### src/rtl/transport_pkg.sv
// Shared definitions for the transport-layer receiver: packet type codes,
// header field positions and the receive FSM state encoding.
package transport_pkg;

   typedef enum logic [1:0] {
      TYPE_NONE  = 2'b00,
      TYPE_VOICE = 2'b01,
      TYPE_TEXT  = 2'b10,
      TYPE_CTRL  = 2'b11
   } pkt_type_e;

   localparam int HDR_TYPE_MSB = 7;
   localparam int HDR_TYPE_LSB = 6;
   localparam int HDR_LEN_MSB  = 5;
   localparam int HDR_LEN_LSB  = 0;

   typedef enum logic [2:0] {
      ST_IDLE    = 3'd0,
      ST_PAYLOAD = 3'd1,
      ST_CHECK   = 3'd2,
      ST_DONE    = 3'd3,
      ST_DROP    = 3'd4
   } rcv_state_e;

endpackage

### src/rtl/transport_rcv_fifo.sv
// Word FIFO with a speculative write pointer and a commit pointer; only committed
// words are readable. Head word is held in a register (show-ahead) with commit bypass.
module transport_rcv_fifo #(
   parameter int DATA_W = 16,
   parameter int DEPTH  = 16
) (
   input  logic                     clk,
   input  logic                     reset,
   input  logic                     wr_en_i,
   input  logic [1:0]               wr_type_i,
   input  logic [DATA_W-1:0]        wr_data_i,
   input  logic                     commit_i,
   input  logic                     rollback_i,
   input  logic                     pop_i,
   output logic                     full_o,
   output logic [1:0]               rd_type_o,
   output logic [DATA_W-1:0]        rd_data_o,
   output logic [$clog2(DEPTH):0]   level_o
);
   localparam int AW = $clog2(DEPTH);
   typedef logic [AW:0] ptr_t;

   logic [DATA_W+1:0] mem_q [DEPTH];
   ptr_t              wr_q, cm_q, rd_q;
   ptr_t              wr_d, cm_d, rd_d, lvl_d;
   logic [1:0]        type_q, type_d;
   logic [DATA_W-1:0] data_q, data_d;
   logic              pop;
   logic [DATA_W+1:0] head;

   assign level_o   = cm_q - rd_q;
   assign full_o    = (ptr_t'(wr_q - rd_q) == ptr_t'(DEPTH));
   assign pop       = pop_i && (level_o != '0);
   assign rd_type_o = (level_o != '0) ? type_q : 2'b00;
   assign rd_data_o = data_q;

   always_comb begin
      wr_d   = rollback_i ? cm_q : ptr_t'(wr_q + ptr_t'(wr_en_i));
      cm_d   = commit_i ? ptr_t'(wr_q + ptr_t'(wr_en_i)) : cm_q;
      rd_d   = rd_q + ptr_t'(pop);
      lvl_d  = cm_d - rd_d;
      // The new head may be the very word being written and committed this cycle.
      head   = (wr_en_i && wr_q == rd_d) ? {wr_type_i, wr_data_i} : mem_q[rd_d[AW-1:0]];
      type_d = type_q;
      data_d = data_q;
      if (lvl_d != '0) begin
         type_d = head[DATA_W+1:DATA_W];
         data_d = head[DATA_W-1:0];
      end
   end

   always_ff @(posedge clk) begin
      if (wr_en_i) mem_q[wr_q[AW-1:0]] <= {wr_type_i, wr_data_i};
   end

   always_ff @(posedge clk) begin
      if (reset) begin
         wr_q   <= '0;
         cm_q   <= '0;
         rd_q   <= '0;
         type_q <= 2'b00;
         data_q <= '0;
      end else begin
         wr_q   <= wr_d;
         cm_q   <= cm_d;
         rd_q   <= rd_d;
         type_q <= type_d;
         data_q <= data_d;
      end
   end

endmodule

### src/rtl/transport_rcv_buf.sv
// Transport-layer receiver: parses framed byte packets into DATA_W words and releases
// only whole, valid packets to the session. Trailing checksum byte when TRANSPORT_CHECKSUM_EN.
module transport_rcv_buf
   import transport_pkg::*;
#(
   parameter int DATA_W = 16,
   parameter int DEPTH  = 16,
   parameter int CNT_W  = 8
) (
   input  logic                   clk,
   input  logic                   reset,
   input  logic                   rcvSignal,
   input  logic [7:0]             packetIn,
   input  logic                   sessionBusy,
   output logic [1:0]             sendingToSession,
   output logic [DATA_W-1:0]      data,
   output logic                   pktError,
   output logic [CNT_W-1:0]       dropCount,
   output logic [$clog2(DEPTH):0] fifoLevel,
   output logic [2:0]             dbgState
);
   localparam int BPW = DATA_W / 8;
   localparam int BW  = (BPW > 1) ? $clog2(BPW) : 1;

   rcv_state_e        state_q, state_d;
   logic [1:0]        type_q, type_d;
   logic [5:0]        cnt_q, cnt_d;
   logic [7:0]        csum_q, csum_d;
   logic [BW-1:0]     bidx_q, bidx_d;
   logic [DATA_W-1:0] wbuf_q, wbuf_d, word_nxt;
   logic              prev_q, err_q;
   logic [CNT_W-1:0]  drop_q;
   logic              wr_en, commit, err, fifo_full;

   assign dbgState  = state_q;
   assign pktError  = err_q;
   assign dropCount = drop_q;

   always_comb begin
      state_d = state_q;
      type_d  = type_q;
      cnt_d   = cnt_q;
      csum_d  = csum_q;
      bidx_d  = bidx_q;
      wbuf_d  = wbuf_q;
      wr_en   = 1'b0;
      commit  = 1'b0;
      err     = 1'b0;
      word_nxt = wbuf_q;
      for (int i = 0; i < BPW; i++)
         if (bidx_q == BW'(i)) word_nxt[DATA_W-8-8*i +: 8] = packetIn;

      case (state_q)
         ST_IDLE: begin
            // A header needs at least one idle cycle before it.
            if (rcvSignal && !prev_q) begin
               if (packetIn[HDR_TYPE_MSB:HDR_TYPE_LSB] == TYPE_NONE) begin
                  err = 1'b1;
               end else begin
                  type_d = packetIn[HDR_TYPE_MSB:HDR_TYPE_LSB];
                  cnt_d  = packetIn[HDR_LEN_MSB:HDR_LEN_LSB];
                  csum_d = packetIn;
                  bidx_d = '0;
                  wbuf_d = '0;
                  if (packetIn[HDR_LEN_MSB:HDR_LEN_LSB] != 6'd0) begin
                     state_d = ST_PAYLOAD;
                  end else begin
`ifdef TRANSPORT_CHECKSUM_EN
                     state_d = ST_CHECK;
`else
                     commit  = 1'b1;
                     state_d = ST_DONE;
`endif
                  end
               end
            end
         end
         ST_PAYLOAD: begin
            if (!rcvSignal) begin
               err = 1'b1;
            end else begin
               csum_d = csum_q ^ packetIn;
               cnt_d  = cnt_q - 6'd1;
               if (bidx_q == BW'(BPW-1) || cnt_q == 6'd1) begin
                  if (fifo_full) begin
                     err = 1'b1;
                  end else begin
                     wr_en  = 1'b1;
                     wbuf_d = '0;
                     bidx_d = '0;
                     if (cnt_q == 6'd1) begin
`ifdef TRANSPORT_CHECKSUM_EN
                        state_d = ST_CHECK;
`else
                        commit  = 1'b1;
                        state_d = ST_DONE;
`endif
                     end
                  end
               end else begin
                  wbuf_d = word_nxt;
                  bidx_d = bidx_q + BW'(1);
               end
            end
         end
         ST_CHECK: begin
            if (rcvSignal && packetIn == csum_q) begin
               commit  = 1'b1;
               state_d = ST_DONE;
            end else begin
               err = 1'b1;
            end
         end
         ST_DONE, ST_DROP: begin
            if (!rcvSignal) state_d = ST_IDLE;
         end
         default: state_d = ST_IDLE;
      endcase

      if (err) state_d = ST_DROP;
   end

   always_ff @(posedge clk) begin
      if (reset) begin
         state_q <= ST_IDLE;
         type_q  <= 2'b00;
         cnt_q   <= '0;
         csum_q  <= '0;
         bidx_q  <= '0;
         wbuf_q  <= '0;
         prev_q  <= 1'b1;  // ignore the tail of a packet cut by reset
         err_q   <= 1'b0;
         drop_q  <= '0;
      end else begin
         state_q <= state_d;
         type_q  <= type_d;
         cnt_q   <= cnt_d;
         csum_q  <= csum_d;
         bidx_q  <= bidx_d;
         wbuf_q  <= wbuf_d;
         prev_q  <= rcvSignal;
         err_q   <= err;
         if (err && drop_q != '1) drop_q <= drop_q + CNT_W'(1);
      end
   end

   transport_rcv_fifo #(
      .DATA_W (DATA_W),
      .DEPTH  (DEPTH)
   ) u_fifo (
      .clk        (clk),
      .reset      (reset),
      .wr_en_i    (wr_en),
      .wr_type_i  (type_q),
      .wr_data_i  (word_nxt),
      .commit_i   (commit),
      .rollback_i (err),
      .pop_i      (!sessionBusy),
      .full_o     (fifo_full),
      .rd_type_o  (sendingToSession),
      .rd_data_o  (data),
      .level_o    (fifoLevel)
   );

endmodule

### config.mk
export PLATFORM = sky130hd
export DESIGN_NAME = transport_rcv_buf
export DESIGN_NICKNAME = d
export VERILOG_FILES = /design/src/rtl/transport_pkg.sv /design/src/rtl/transport_rcv_fifo.sv /design/src/rtl/transport_rcv_buf.sv
export SDC_FILE = /design/constraint.sdc
export NUM_CORES = 1
export LEC_CHECK = 0
export BUFFER_PORTS_ARGS = -buffer_cell sky130_fd_sc_hd__buf_2
export CORE_MARGIN = 1.5
export CORE_UTILIZATION = 45
export CTS_BUF_LIST = sky130_fd_sc_hd__clkbuf_4 sky130_fd_sc_hd__clkbuf_8
export DETAILED_ROUTE_END_ITERATION = 12
export PLACE_DENSITY = 0.64
export SLEW_MARGIN = 20
export SYNTH_ARGS = -nofsm -noshare
export SYNTH_HDL_FRONTEND = slang
export SYNTH_SLANG_ARGS = --single-unit
export TNS_END_PERCENT = 20
### constraint.sdc
create_clock -name clk -period 6.7 [get_ports clk]
set_clock_uncertainty 0.1 [all_clocks]
set_input_delay 0.335 -clock clk [delete_from_list [all_inputs] [get_ports clk]]
set_output_delay 0.335 -clock clk [all_outputs]
set_load 0.005 [all_outputs]
==> summary.md, run 1 <==
| Metric | Value |
|---|---|
| Die W | 189 µm |
| Pin count of the biggest net entering global routing | 89 |
| Non-Filler Instances | 1581 |
| CP Launch Type | register |
| CP max FO | 38 |
| Post-synthesis xor/xnor area fraction | 1.91% |
| First drt pass iteration count | 5 |
| Final Cycle Share | 78.7% |
| Worst vdd ir | 0.000344 V |
| Min cycle time layout | 5.27 ns |
| CTS buffer count | 58 |
| Core ar. | 33700 µm² |
| Cells taking the most area after synthesis | edfxtp_1 (56%), mux4_2 (10%), dfxtp_1 (10%), nor2_1 (2.1%), mux2i_1 (1.8%) |
| Worst EP arrival | 5.66 ns |
| Filler Cells Inserted | 2861 |
| Kind of critical path | register to register |
| DIE AREA | 35600 µm² |
| Clock root buffer | clkbuf_8 |
| Setup ws final | 1.43 ns |
| Drt drc | 0 |
| Pwr Total | 0.00613 W |
| Vias post-DR | 8831 |
| Fmax | 190 MHz |
| CTS clock-pin slew for the worst setup and hold paths | 0.06 ns |
| WL per Instance | 21.9 µm |
| Io pins | 47 |
| Initial antenna violation count | 0 |
| Adder-Cell Fraction of Synth Area | 1.66% |
| Setup TNS | 0 ns |
| Mapped Area | 15500 µm² |
| Area growth syn-to-layout | 13.0% |
| CP bufs+invs | 5 |
| Ys async rst share | 0% |
| Largest family of logic cells by synthesized area | multiplexers |
| Worst slew pin tran | 0.964 ns |
| Required time of the worst setup path | 7.09 ns |
| Final Max Tran Viols | 0 |
| Synth warnings | 0 |
| Post-synth top area share | 55.8% |
| Initial Utilization | 46.0% |
| Via density | 5.59 |
| Clock latency on the worst-skew pair | 0.60 ns |
| Setup repair after global routing missed its margin | no |
| Starting DRC count in detailed routing | 782 |
| P_leak | 5.97 nW |
| Crit end category | register |
| Share of layout cells above drive strength 1 | 26.4% |
| Register area share after synthesis | 66.0% |
| DRT antenna net count | 0 |
| Final nets | 1115 |
| Gr busiest metal | met2 |
| Post-synth cell types | 52 |
| Final setup vio count | 0 |
| Most frequent cells in the layout | edfxtp_1 (288), dfxtp_1 (79), nor2_1 (76) |
| Seq. cell area | 10200 µm² |
| # Post-CTS Setup Buffers | 0 |
| Delay-heaviest family, CP | buffers and inverters |
| Fin. Hold Viols | 0 |
| Slowest stage delay, CP | 0.48 ns |
| CP max-delay cell | nor4_1 |
| Remaining Overflow, GRT | 0 |
| CTS tree | built |
| Maxcap violations | 0 |
| Yosys top cell by area | edfxtp_1 |
| Tightest Hold Check Type | input port to register |
| Total global-route track usage | 19.9% |
| Max-Slew Margin vs Limit | 35.6% |
| CTS HTree Levels | 2 |
| Met1 usage | 29.0% |
| Final estimated routing congestion in global placement | 0.798 |
| Status | completed |
| Syn_nets | 1050 |
| PwrDens | 350 nW/µm² |
| Post-synthesis mux area share | 15.1% |
| Cells after DPL | 1469 |
| CTS sink cnt | 367 |
| EDFF count, synth | 288 |
| Drt total wl | 34.6 mm |
| Yosys reg bits | 367 |
| CP Cell Sequence | inv_1 -> ha_1 -> a21o_1 -> a21oi_1 -> xnor2_1 -> nor4_1 -> nor2_1 -> ha_4 -> ha_4 -> xor2_4 -> buf_4 -> inv_1 -> buf_4 -> xnor2_2 -> mux2_2 -> a211oi_4 -> buf_4 -> mux2_2 |
| Hpwl dp | 19.5 mm |
| Post-Synth Simple-Gate Area | 7.96% |
| Buffers on Ports | 46 |
| Synth Flop Type | edfxtp_1 |
| Area occupied by multi-input gates | 5070 µm² |
| Met2 Track Usage GR | 30.8% |
| Commonest non-fill, non-tap cell in the layout | edfxtp_1 |
| Syn Inst Count | 1018 |
| First-pass GRT wire length | 53.3 mm |
| Vias in the first global route | 8874 |
| Diodes inserted | 0 |
| Die Y | 189 µm |
| Avg Cell Area, Syn | 15.2 µm² |
| Pre-CTS setup slack | 1.39 ns |
| Compound-gate portion of the synthesized area | 5.29% |
| Met3 usage | 3.95% |
| Rows | 67 |
| Clk buf depth | 3 |
| Most frequent CP cell | buf_4 |
where the power goes:
| part | total (W) | internal (W) | switching (W) |
|---|---|---|---|
| combinational | 0.00169 | 0.000875 | 0.000810 |
| sequential | 0.00256 | 0.00251 | 0.0000494 |
| clock | 0.00188 | 0.00100 | 0.000881 |
| total | 0.00613 | 0.00438 | 0.00174 |
registers in the layout, summed over array words and instances, names as in the netlist:
name and cells:
u_fifo.type_q 2, u_fifo.rd_data_o 16, u_fifo.wr_q 5, u_fifo.rd_q 5, cnt_q 6, pktError 1
bidx_q 1, dbgState 3, u_fifo.mem_q 288, wbuf_q 16, csum_q 8, dropCount 8
prev_q 1, u_fifo.cm_q 5, type_q 2
Yosys cell counts, types with 20 or more instances:
master / count
nand2_1: 59
and2_1: 29
dfxtp_1: 79
o21ai_0: 27
mux2_2: 24
clkbuf_1: 48
edfxtp_1: 288
nor2b_1: 25
mux2i_1: 28
a211oi_1: 23
a31oi_1: 20
mux4_2: 72
nor2_1: 88
xnor2_1: 23
worst register-to-register path, delay by kind of cell, from the launching register on:
kind / cells / cell delay, ns
compound gates: 3 / 0.57
mux: 2 / 0.80
fa+ha+maj: 3 / 0.74
xor+xnor: 3 / 0.47
simple gates: 2 / 0.62
flops: 1 / 0.47
buf+inv: 5 / 1.40
layer usage:
metal	wire, µm	part of all wire [%]
met5	0	0
met3	1830	5.3
met1	16200	47
met4	561	1.6
met2	16000	46
cell families after synthesis:
logic type	after synthesis
simple gates	259
fa+ha+maj	20
mux	135
xor+xnor	33
flops	367
buf+inv	82
compound gates	122
final cells by class:
type | instances | share of cell area (%)
flip-flops and latches | 367 | 58.4
multi-input cells | 569 | 28.9
clock buffers | 77 | 5.37
well taps | 448 | 3.20
repair buffers | 69 | 2.48
clock inverters | 33 | 1.26
inverters | 18 | 0.386
through the flow:
step | hold slack (ns) | util [%] | area, µm²
floorplan | 0.326 | - | 15500
global placement | 0.338 | 48.5 | 16300
detailed placement | 0.344 | 48.5 | 16300
CTS | 0.0323 | 52.0 | 17500
global route | 0.0486 | 52.0 | 17500
finish | 0.0589 | 52.0 | 17500
worst paths after layout:
path | from | depth (start not counted) | slack (ns) | endpoint
max | u_fifo.rd_q[2]$_SDFF_PP0_ | 18 | 1.43 | u_fifo.rd_data_o[3]$_SDFFE_PP0P_
min | packetIn[5] | 3 | 0.06 | csum_q[5]$_SDFFE_PP0P_
max reg2reg | u_fifo.rd_q[2]$_SDFF_PP0_ | 18 | 1.43 | u_fifo.rd_data_o[3]$_SDFFE_PP0P_
min reg2reg | wbuf_q[1]$_SDFFE_PP0P_ | 1 | 0.36 | wbuf_q[1]$_SDFFE_PP0P_
timing repair:
item,4_1_cts,5_1_grt
hold buffers,2,0
resized for setup,0,0
hold endpoints to repair,2,0
No activity file was read; power rests on OpenSTA's default activity.
==> run 2: changes to the inputs <==
--- a/config.mk
+++ b/config.mk
@@ -10,7 +10,7 @@
 export CORE_UTILIZATION = 45
 export CTS_BUF_LIST = sky130_fd_sc_hd__clkbuf_4 sky130_fd_sc_hd__clkbuf_8
 export DETAILED_ROUTE_END_ITERATION = 12
-export PLACE_DENSITY = 0.64
+export PLACE_DENSITY = 0.66
 export SLEW_MARGIN = 20
 export SYNTH_ARGS = -nofsm -noshare
 export SYNTH_HDL_FRONTEND = slang
==> constraint.sdc (replaced) <==
create_clock -name clk -period 4.4 [get_ports clk]
set_clock_uncertainty 0.1 [all_clocks]
set_input_delay 0.22 -clock clk [delete_from_list [all_inputs] [get_ports clk]]
set_output_delay 0.22 -clock clk [all_outputs]
set_load 0.005 [all_outputs]
==> summary.md, run 2 (synthesis results as in run 1) <==
| Metric | Value |
|---|---|
| Status | completed |
| WL per Instance | 21.6 µm (-1.3%) |
| WP depth | 19 (+1) |
| Delay-heaviest family, CP | multiplexers |
| Cells after DPL | 1507 (+2.6%) |
| Final Cycle Share | 98.6% (+20 points) |
| First-pass GRT wire length | 53.1 mm (-0.32%) |
| Hold_ws | 0.102 ns (+0.0431 ns) |
| Diodes inserted | 0 (unchanged) |
| Required time of the worst setup path | 4.78 ns (-2.31 ns) |
| Filler Cells Inserted | 2737 (-4.3%) |
| Sequential fraction of design power | 40.3% (-1.4 points) |
| Pwr Total | 0.00964 W (+57%) |
| Die Y | 189 µm (unchanged) |
| Hold Path Depth | 4 (+1) |
| Worst hold start | sessionBusy |
| Share of layout cells above drive strength 1 | 31.2% (+4.8 points) |
| Final nets | 1166 (+4.6%) |
| Critical R2R Launch | u_fifo.rd_q[1]$_SDFF_PP0_ |
| Io pins | 47 (unchanged) |
| Reg2Reg Setup Slack | 0.06 ns (-1.37 ns) |
| PwrDens | 530 nW/µm² (+52%) |
| Fin. Hold Viols | 0 (unchanged) |
| Cell internal pwr | 0.00692 W (+58%) |
| Drt total wl | 35.2 mm (+1.7%) |
| Non-Filler Instances | 1629 (+3.0%) |
| Vias post-DR | 9015 (+2.1%) |
| Via density | 5.53 (-0.92%) |
| CP Cell Sequence | inv_1 -> ha_1 -> nand2b_1 -> and3_1 -> o211ai_1 -> o2111ai_2 -> inv_2 -> ha_4 -> nand3_1 -> xnor2_1 -> mux2_4 -> ha_1 -> nor3_2 -> nand3b_1 -> mux2_4 -> a211oi_4 -> buf_6 -> buf_12 -> mux2_2 |
| CP Launch Type | register |
| Initial Utilization | 46.0% (unchanged) |
| Final estimated routing congestion in global placement | 0.775 (-2.9%) |
| Worst R2R End | u_fifo.rd_data_o[6]$_SDFFE_PP0P_ |
| Max-Slew Margin vs Limit | 37.4% (+1.8 points) |
| CTS HTree Levels | 2 (unchanged) |
| Switch Pwr | 0.00272 W (+56%) |
| CP max-delay cell | dfxtp_4 |
| Hold endpoint | u_fifo.rd_q[0]$_SDFF_PP0_ |
| DRT antenna net count | 0 (unchanged) |
| Most frequent cells in the layout | edfxtp_1 (288), dfxtp_1 (77), nor2_1 (76) |
| Met1 WL | 15.8 mm (-2.8%) |
| Tightest Hold Check Type | input port to register |
| Top Metal Used | met4 |
| Min cycle time layout | 4.34 ns (-0.934 ns) |
| Worst slew pin tran | 0.934 ns (-0.0296 ns) |
| Clk network pwr share | 29.7% (-1.0 points) |
| Clk buf depth | 3 (unchanged) |
| Maxcap violations | 0 (unchanged) |
| Rows | 67 (unchanged) |
| Final setup vio count | 0 (unchanged) |
| CTS clock-pin slew for the worst setup and hold paths | 0.06 ns (about the same) |
| CTS buffer count | 56 (-3.4%) |
| Slowest stage delay, CP | 0.38 ns (-0.10 ns) |
| Core ar. | 33700 µm² (unchanged) |
| Commonest non-fill, non-tap cell in the layout | edfxtp_1 |
| Kind of critical path | register to register |
| Total global-route track usage | 19.8% (-0.091 points) |
| Net Sw Frac | 28.2% (-0.23 points) |
| Vias in the first global route | 8966 (+1.0%) |
| CP max FO | 8 (-79%) |
| Starting DRC count in detailed routing | 755 (-3.5%) |
| Remaining Overflow, GRT | 0 (unchanged) |
| First drt pass iteration count | 5 (unchanged) |
| Initial antenna violation count | 0 (unchanged) |
| Pin count of the biggest net entering global routing | 49 (-45%) |
| Buffers on Ports | 46 (unchanged) |
| Fmax | 231 MHz (+22%) |
| Comb power frac | 30.0% (+2.5 points) |
| Met3 wire length | 2.12 mm (+16%) |
| Clock latency on the worst-skew pair | 0.62 ns (+0.02 ns) |
| Clock root buffer | clkbuf_8 |
| Die W | 189 µm (unchanged) |
| Hpwl dp | 21.0 mm (+7.9%) |
| Worst vdd ir | 0.000303 V (-12%) |
| Worst EP arrival | 4.72 ns (-0.94 ns) |
| Max FFs per register | 288 (unchanged) |
| Crit end category | register |
| Area growth syn-to-layout | 17.1% |
| CTS tree | built |
| DIE AREA | 35600 µm² (unchanged) |
| Depth of the most critical reg-to-reg path | 19 (+1) |
| Routed met2 length | 16.5 mm (+2.9%) |
| Drt drc | 0 (unchanged) |
| P_leak | 6.29 nW (+5.2%) |
| CTS sink cnt | 367 (unchanged) |
| Pre-CTS setup slack | 0.0662 ns (-1.32 ns) |
| Final Max Tran Viols | 0 (unchanged) |
| Setup ws final | 0.0633 ns (-1.37 ns) |
| CP bufs+invs | 4 (-1) |
==> run 2: changes by cell type in the layout (fill, tap and decap cells not counted), sizes merged <==
cell and delta:
clkinv -10, bufinv -1, buf +44, inv +1, clkbuf +6, dlygate4sd3 +8
==> run 2: power by group through the flow <==
stage               Combinational (W)  Clock, W  Sequential [W]
global placement              0.00279         0         0.00396
CTS                           0.00284   0.00293         0.00388
global route                  0.00312   0.00307         0.00389
detailed placement            0.00282         0         0.00395
finish                        0.00289   0.00286         0.00388
floorplan                     0.00214         0         0.00394
==> run 2: final cells by class <==
class	count	area [µm²]	area share [%]
tap	448	561	3.09
clock buffer	82	1020	5.59
timing repair buffer	122	925	5.09
multi-input combinational	569	5220	28.7
inverter	18	72.6	0.400
clock inverter	23	139	0.765
sequential	367	10200	56.3
==> run 2: layer usage <==
metal	global-route usage (%)	vias up
li1	-	4122
met1	27.9	4531
met2	31.4	294
met3	3.26	68
met4	6.62	0
met5	0	-
==> run 2: per-stage QoR <==
step	cell area (µm²)	setup TNS, ns	utilization (%)
after detailed placement	16700	0	49.7
final	18200	0	53.9
after global routing	18200	-1.47	53.9
after CTS	18000	0	53.4
after global placement	16700	0	49.7
after floorplan	15700	-2.16	-
==> run 2: tightest hold or removal path, cell delays in order <==
cell and delay [ns]:
buf_2 0.08, nor2_1 0.05, ha_4 0.27, nor2b_1 0.14
==> run 2: worst max path at each step <==
stage,startpoint,endpoint,slack (ns)
5_1_grt,u_fifo.rd_q[1]$_SDFF_PP0_,u_fifo.rd_data_o[7]$_SDFFE_PP0P_,-0.12
3_3_place_gp,u_fifo.rd_q[3]$_SDFF_PP0_,u_fifo.rd_data_o[4]$_SDFFE_PP0P_,0.16
3_5_place_dp,u_fifo.cm_q[0]$_SDFF_PP0_,u_fifo.rd_data_o[7]$_SDFFE_PP0P_,0.07
4_1_cts,u_fifo.cm_q[0]$_SDFF_PP0_,u_fifo.rd_data_o[7]$_SDFFE_PP0P_,0.009
2_1_floorplan,u_fifo.cm_q[0]$_SDFF_PP0_,u_fifo.rd_data_o[0]$_SDFFE_PP0P_,-0.15
6_report,u_fifo.rd_q[1]$_SDFF_PP0_,u_fifo.rd_data_o[6]$_SDFFE_PP0P_,0.06
==> run 2: what timing repair did <==
item / 4_1_cts / 5_1_grt
setup endpoints to repair: 0 / 16
endpoints found under the hold margin: 29 / 0
hold buffers: 10 / 0
gates resized for setup: 0 / 22
buffers inserted: 0 / 7
